<file path="src/rtl/instr_prefetch_buffer.sv">
`timescale 1ns/1ps
// instr_prefetch_buffer
// Fetch-stage prefetch queue between the PC generator and decode. Issues
// sequential reads to a synchronous-read instruction memory (data one cycle
// after the request), buffers {PC, instr} pairs in a DEPTH-entry FIFO and
// presents the head to decode. Stall holds the head; redirect flushes all
// buffered and in-flight fetches and restarts fetch at a new PC.
//
// Ports:
//   clk_i          clock, rising edge
//   rst_ni         asynchronous active-low reset
//   stall_en_i     decode not accepting; head held
//   redirect_en_i  flush and restart (priority over stall)
//   redirect_pc_i  restart address, low two bits ignored
//   imem_req_o     read issued this cycle
//   imem_addr_o    read address (fetch PC)
//   imem_data_i    read data, valid one cycle after imem_req_o
//   instr_d_o      head instruction, NOP_INSTR when nothing valid
//   pc_d_o         head PC, 0 when nothing valid
//   valid_d_o      head valid
//   count_o        occupied FIFO entries
module instr_prefetch_buffer #(
  parameter int unsigned DEPTH     = 4,
  parameter logic [31:0] RESET_PC  = 32'h0000_0000,
  parameter logic [31:0] NOP_INSTR = 32'h0000_0013,
  localparam int unsigned CW = $clog2(DEPTH + 1),
  localparam int unsigned PW = $clog2(DEPTH)
) (
  input  logic          clk_i,
  input  logic          rst_ni,
  input  logic          stall_en_i,
  input  logic          redirect_en_i,
  input  logic [31:0]   redirect_pc_i,
  output logic          imem_req_o,
  output logic [31:0]   imem_addr_o,
  input  logic [31:0]   imem_data_i,
  output logic [31:0]   instr_d_o,
  output logic [31:0]   pc_d_o,
  output logic          valid_d_o,
  output logic [CW-1:0] count_o
);

  logic [31:0]   fetch_pc_q, fetch_pc_d;
  logic [31:0]   req_pc_q, req_pc_d;
  logic          pending_q, pending_d;
  logic [PW-1:0] rd_ptr_q, rd_ptr_d;
  logic [PW-1:0] wr_ptr_q, wr_ptr_d;
  logic [CW-1:0] count_q, count_d;

  logic [31:0] pc_mem    [DEPTH];
  logic [31:0] instr_mem [DEPTH];

  logic [CW:0] inflight;
  logic        issue;
  logic        push;
  logic        pop;
  logic        valid;

  // A credit is an empty slot not already claimed by an outstanding read.
  // count_q is the registered occupancy, so a pop frees its slot only on the
  // following cycle.
  assign inflight = {1'b0, count_q} + (CW+1)'(pending_q);
  assign issue    = rst_ni && !redirect_en_i && (inflight < (CW+1)'(DEPTH));
  assign valid    = (count_q != '0) && !redirect_en_i;
  // A return during a redirect cycle belongs to the old stream: drop it.
  assign push     = pending_q && !redirect_en_i;
  assign pop      = valid && !stall_en_i;

  always_comb begin
    fetch_pc_d = fetch_pc_q;
    req_pc_d   = req_pc_q;
    pending_d  = pending_q;
    rd_ptr_d   = rd_ptr_q;
    wr_ptr_d   = wr_ptr_q;
    count_d    = count_q;

    if (redirect_en_i) begin
      fetch_pc_d = redirect_pc_i & 32'hFFFF_FFFC;
      pending_d  = 1'b0;
      rd_ptr_d   = '0;
      wr_ptr_d   = '0;
      count_d    = '0;
    end else begin
      pending_d = issue;
      if (issue) begin
        req_pc_d   = fetch_pc_q;
        fetch_pc_d = fetch_pc_q + 32'd4;
      end
      if (push) begin
        wr_ptr_d = wr_ptr_q + PW'(1);
      end
      if (pop) begin
        rd_ptr_d = rd_ptr_q + PW'(1);
      end
      case ({push, pop})
        2'b10:   count_d = count_q + CW'(1);
        2'b01:   count_d = count_q - CW'(1);
        default: count_d = count_q;
      endcase
    end
  end

  always_ff @(posedge clk_i or negedge rst_ni) begin
    if (!rst_ni) begin
      fetch_pc_q <= RESET_PC;
      req_pc_q   <= RESET_PC;
      pending_q  <= 1'b0;
      rd_ptr_q   <= '0;
      wr_ptr_q   <= '0;
      count_q    <= '0;
    end else begin
      fetch_pc_q <= fetch_pc_d;
      req_pc_q   <= req_pc_d;
      pending_q  <= pending_d;
      rd_ptr_q   <= rd_ptr_d;
      wr_ptr_q   <= wr_ptr_d;
      count_q    <= count_d;
    end
  end

  // Entry storage needs no reset: Count gates every read of it.
  always_ff @(posedge clk_i) begin
    if (push) begin
      pc_mem[wr_ptr_q]    <= req_pc_q;
      instr_mem[wr_ptr_q] <= imem_data_i;
    end
  end

  assign imem_req_o  = issue;
  assign imem_addr_o = fetch_pc_q;
  assign valid_d_o   = valid;
  assign instr_d_o   = valid ? instr_mem[rd_ptr_q] : NOP_INSTR;
  assign pc_d_o      = valid ? pc_mem[rd_ptr_q] : 32'h0000_0000;
  assign count_o     = count_q;

endmodule
</file>
<file path="config.mk">
export PLATFORM = sky130hd
export DESIGN_NAME = instr_prefetch_buffer
export DESIGN_NICKNAME = d
export VERILOG_FILES = /design/src/rtl/instr_prefetch_buffer.sv
export SDC_FILE = /design/constraint.sdc
export NUM_CORES = 1
export LEC_CHECK = 0
export BUFFER_PORTS_ARGS = -buffer_cell sky130_fd_sc_hd__buf_4
export CORE_ASPECT_RATIO = 0.7
export CORE_MARGIN = 2
export CORE_UTILIZATION = 35
export CTS_CLUSTER_DIAMETER = 50
export CTS_CLUSTER_SIZE = 14
export DETAILED_ROUTE_END_ITERATION = 10
export HOLD_SLACK_MARGIN = 0.06
export PLACE_DENSITY_LB_ADDON = 0.25
export SYNTH_ARGS = -nofsm -noshare
export SYNTH_HDL_FRONTEND = slang
export SYNTH_SLANG_ARGS = --single-unit
</file>
<file path="constraint.sdc">
create_clock -name clk_i -period 3.4 [get_ports clk_i]
set_clock_uncertainty 0.2 [all_clocks]
set_input_delay 0.17 -clock clk_i [delete_from_list [all_inputs] [get_ports clk_i]]
set_output_delay 0.17 -clock clk_i [all_outputs]
set_load 0.01 [all_outputs]
</file>
# --- Word-level counts from Yosys, hierarchy flattened ---
# Memories as Yosys holds them, arrays and structs flattened.
# Index checks and enable logic that the tools add are counted.
word_totals:
  mem_bits_ro: 0
  memories: 2
  latch_bits: 0
  out_inout_bits: 101
  mem_bits_rw: 256
  register_bits: 72
classes:
  div: 0
  order_cmp: 1
  add_sub_neg: 6
  eq_ne: 2
  mux: 13
  shifts: 0
  n_reduce_logical: 13
  n_mul: 0
  bitwise_logic: 1
mem_list:
  columns: ["memory", "words", "width", "read_ports", "rd_ports_with_merged_regs", "write_ports", "line", "text"]
  rows:
  - ["instr_mem", 4, 32, 1, 0, 1, "51", "logic [31:0] instr_mem [DEPTH];"]
  - ["pc_mem", 4, 32, 1, 0, 1, "50", "logic [31:0] pc_mem [DEPTH];"]
op_table:
  columns: ["op", "n"]
  rows:
  - ["two-way mux 32 bit", 4]
  - ["adder 32 x 3 -> 32 bit (second input constant)", 1]
  - ["two-way mux 2 bit", 4]
  - ["case mux 3 bit (2 select lines)", 1]
  - ["nonzero test 2 bit", 3]
  - ["nonzero test 3 bit", 2]
  - ["logical AND 1 bit", 5]
  - ["adder 2 x 1 -> 2 bit (second input constant)", 2]
  - ["adder 3 x 1 -> 4 bit", 1]
  - ["less-than comparator 4 x 3 -> 1 bit (second input constant)", 1]
  - ["adder 3 x 1 -> 3 bit (second input constant)", 1]
  - ["two-way mux 1 bit", 3]
  - ["two-way mux 3 bit", 1]
  - ["subtractor 3 x 1 -> 3 bit (second input constant)", 1]
  - ["== test 2 x 1 -> 1 bit (second input constant)", 1]
  - ["== test 2 bit (second input constant)", 1]
  - ["zero test 1 bit", 2]
  - ["AND reduction 2 bit", 1]
  - ["NOT 1 bit", 1]

# --- Logic depth before layout (Yosys ltp) ---
logic_depth:
  ltp_word: 6
  depth_mapped: 8
  ltp_nobuf: 7

# --- Worst setup path before layout ---
# No wires, ideal clock.
synth_timing:
  kind: "flip-flop to flip-flop"
  startpoint: "reg pending_q"
  endpoint: "mem instr_mem[0][0] (enable)"
  t_arrival_ps: 2402
  path_buffers: 1
  stages_incl_launch_ff: 4
  path_slack_ps: 371
  cell_sequence: "dfrtp_1 -> clkbuf_1 -> nor2b_1 -> and2_1"
synth_between:
  elab_chain_cells: 3
synth_lines:
  columns: ["element", "line", "text"]
  rows:
  - ["from (decl)", "45", "logic pending_q, pending_d;"]
  - ["from (signal assigned)", "114", "pending_q <= pending_d;"]
  - ["logical AND 1 bit", "66", "assign push = pending_q && !redirect_en_i;"]
  - ["two-way mux 1 bit", "123", "if (push) begin"]
  - ["two-way mux 1 bit (implied by the code)", "125", "instr_mem[wr_ptr_q] <= imem_data_i;"]
  - ["to (decl)", "51", null]
# No other way between the ends.

# --- Worst setup path after layout ---
layout_timing:
  startpoint: "reg count_q[0] (netlist: count_o[0])"
  endpoint: "out instr_d_o[9]"
layout_between:
  elab_chain_cells: 3
layout_lines:
  columns: ["element", "line", "text"]
  rows:
  - ["from (decl)", "48", "logic [CW-1:0] count_q, count_d;"]
  - ["from (signal assigned)", "117", "count_q <= count_d;"]
  - ["nonzero test 3 bit", "64", "assign valid = (count_q != '0) && !redirect_en_i;"]
  - ["logical AND 1 bit", "64", null]
  - ["two-way mux 32 bit", "132", "assign instr_d_o = valid ? instr_mem[rd_ptr_q] : NOP_INSTR;"]
  - ["to (decl)", "37", "output logic [31:0] instr_d_o,"]
# No other way between the ends.

==> summary.txt <==
Setup path
  – Crit path DAT: 2570 ps
  – Setup crit end kind: output port
  – Setup crit start kind: register
  – Critical path type: reg -> out
  – WP data required: 3030 ps
  – Slowest stage delay, CP: 470 ps
  – Critical-path cell list: nor3_1, buf_4, or2_2, inv_2, buf_12, and2_1, buf_4
  – Delay-heaviest family, CP: buffers and inverters
  – Cell mode on critical path: buf_4
  – CP Max Fanout: 35
  – Buf/Inv on CP: 4
  – Slowest-stage cell, CP: dfrtp_1

Route
  – Iteration-0 DRC Markers: 626
  – DR WL/cell: 20.0 um
  – Drt total wl: 30.5 mm
  – Routed Antenna Nets: 0
  – DRC viols: 0
  – Number of iterations in the first detailed-routing pass: 7
  – DR vias: 7599
  – Vias per cell: 4.97

Yosys
  – Synth area leaders: edfxtp_1, dfrtp_1, mux4_2
  – #FFs+latches synth: 316
  – Share of the synthesized area in the top cell type: 58.3%
  – Synth async-reset ratio: 21.5%
  – Mapped Cells: 776
  – Avg Inst Size Synth: 16.5 um2
  – Top_reg_cell synth: edfxtp_1
  – Number of synthesized flops with an enable pin: 248
  – Syn Std Cell Area: 12800 um2
  – Synth unique cells: 52
  – Sequential area share after synthesis: 71.6%
  – Leading area contributor after synthesis: edfxtp_1
  – Warnings, synthesis: 0

Floorplanning
  – Row Count: 58
  – Die Ht: 164 um
  – Die width: 232 um
  – Core Area: 35900 um2
  – Initial core utilization: 35.6%
  – Num ports: 169
  – DIE AREA: 38100 um2

Global routing
  – First-pass GRT wire length: 46.9 mm
  – Initial antenna violation count: 1
  – Remaining Overflow, GRT: 0
  – Vias in the first global route: 7669
  – Largest net degree at the start of global routing: 61
  – Overall routing resource usage: 16.4%

STA
  – RSZ-0062 raised after global routing: false
  – Final setup margin: 461 ps
  – Measured slew at the worst slew-check pin: 707 ps
  – Final Cycle Share: 86.4%
  – Fin. max-slew vios: 0
  – Final hold viol count: 0
  – Final min period: 2940 ps
  – Final setup TNS: 0 ps
  – Max-Slew Margin vs Limit: 52.4%
  – Setup violators final: 0
  – Max Fclk: 340 MHz

Power
  – Peak VDD IR: 0.330 mV
  – PD cells: 552 nW/um2
  – LEAKAGE: 0.00611 uW
  – Tot Pwr: 9090 uW

Outcome
  – Status: completed

Place
  – Detailed placement HPWL: 19.1 mm
  – Port bufs: 162
  – Placer Congestion: 0.791
  – Pre-CTS setup slack: 960 ps

CTS
  – Clk root buf: clkbuf_16
  – Clk sinks: 316
  – Post-CTS Setup Inserts: 0
  – Htree depth: 2
  – Clock-pin slew on the worst setup and hold paths: 60 ps
  – Bufs on Longest Clock Path: 3
  – TritonCTS Buffers: 34
  – Clock latency at the later pin of the worst-skew pair: 530 ps
  – CTS tree: yes

Flow run
  – Total of max-cap violations: 0

Finish
  – Layout cells sized above 1: 30.2%
  – Final Core Density: 45.8%
  – Fillcell total: 3142
  – # nets final: 1098
  – Layout area overhead: 28.9%

Worst hold path
  – Worst min path class: in -> async
[Yosys cell counts (2+ instances only)]
library cell	count
nand4_1	10
and3_1	4
dfrtp_1	68
nor2b_1	2
a41oi_1	3
ha_1	5
clkbuf_1	29
a31oi_1	4
a21o_1	3
buf_1	2
nor4_1	4
mux4_2	62
a221o_1	7
a32oi_1	3
o21ai_0	19
a31o_2	3
o21bai_1	2
nand3_1	17
or4_1	2
buf_4	5
a21oi_1	4
o311ai_0	9
o211ai_1	5
nand2_1	107
and2_1	65
edfxtp_1	248
or3_1	3
mux2i_1	3
mux2_2	2
buf_2	10
xnor2_1	2
nor3_1	9
xor2_1	5
nor2_1	21
inv_1	11
a22oi_1	2
[through the flow]
stage                     std cells  area [um2]  hold WS, ps
after floorplan                 779       12800         -326
after global placement         1397       14700         95.7
after detailed placement       1397       14700         98.7
after CTS                      1528       16500         71.0
after global routing           1529       16500          105
final                          1529       16500         77.7
[where the power goes]
group | switching, uW | total, uW | internal, uW
sequential | 207 | 4600 | 4390
combinational | 414 | 870 | 456
clock | 1570 | 3620 | 2060
[worst paths after layout]
| check | startpoint | endpoint | slack [ps] | cells after the start |
|---|---|---|---|---|
| hold / removal | rst_ni | req_pc_q[19]$_DFFE_PN0P_ | 80 | 3 |
| max in group asynchronous | rst_ni | rd_ptr_q[1]$_DFFE_PN0P_ | 1960 | 4 |
| setup / recovery | count_o[0]$_DFFE_PN0P_ | instr_d_o[9] | 460 | 7 |
| min in group clk_i | imem_data_i[11] | instr_mem[2][11]$_DFFE_PP_ | 190 | 2 |
| setup reg to reg | pending_q$_DFF_PN0_ | imem_addr_o[5]$_DFFE_PN0P_ | 700 | 6 |
| hold reg to reg | req_pc_q[20]$_DFFE_PN0P_ | pc_mem[1][20]$_DFFE_PP_ | 320 | 0 |
[cell families after synthesis]
family / Yosys count / share of synthesized area (%)
adders and majority gates: 6 / 0.647
other: 1 / 0.0294
muxes: 67 / 11.3
buffers and inverters: 57 / 1.92
xor gates and xnor gates: 7 / 0.480
AOI/OAI and AO/OA: 68 / 3.86
and+or+nand+nor: 254 / 10.1
DFF: 316 / 71.6
[area by class of cell]
type	count	area [um2]	share of cell area (%)
flip-flops and latches	316	9160	55.6
multi-input cells	406	3400	20.7
repair buffers	255	2170	13.2
clock buffers	40	883	5.37
well taps	480	601	3.65
clock inverters	20	205	1.25
inverters	11	41.3	0.251
diodes	1	2.50	0.0152
[sequential cells by signal (all words and copies together), names as in the netlist]
signal and flops:
rd_ptr_q 2, instr_mem 128, pc_mem 120, imem_addr_o 30, count_o 3, pending_q 1
req_pc_q 30, wr_ptr_q 2
[metal layers]
metal  part of all wire (%)  GRT usage [%]  vias up
met3                    5.7           3.06       37
li1                       -              -     3476
met1                     46           24.1     3878
met5                      0              0        -
met2                     46           25.4      208
met4                    1.6           3.99        0
[cell usage in the layout, fill, tap and decap left out, drive strengths merged, types with 6 or more instances in the layout]
| cell type | Yosys | layout |
|---|---|---|
| a221o | 7 | 7 |
| and2 | 65 | 65 |
| buf | 17 | 184 |
| clkbuf | 29 | 40 |
| clkinv | 0 | 11 |
| dfrtp | 68 | 68 |
| dlygate4sd3 | 0 | 71 |
| edfxtp | 248 | 248 |
| inv | 11 | 18 |
| mux4 | 62 | 62 |
| nand2 | 107 | 107 |
| nand3 | 19 | 19 |
| nand4 | 11 | 11 |
| nor2 | 21 | 21 |
| nor3 | 9 | 9 |
| nor4 | 6 | 6 |
| o21ai | 19 | 19 |
| o311ai | 10 | 10 |
[worst register-to-register path, stage by stage, from the launching register on]
cell and delay [ps]:
dfrtp_1 620, nand3_1 190, nand3_2 110, buf_4 540
nor3_1 120, a221o_1 270, dlygate4sd3_1 540
[timing repair]
item | 4_1_cts | 5_1_grt
hold buffers | 71 | 0
gates resized for setup | 0 | 0
endpoints found under the hold margin | 201 | 0
endpoints found under the setup margin | 0 | 0
Note: power is estimated with default switching activity, not from simulation.
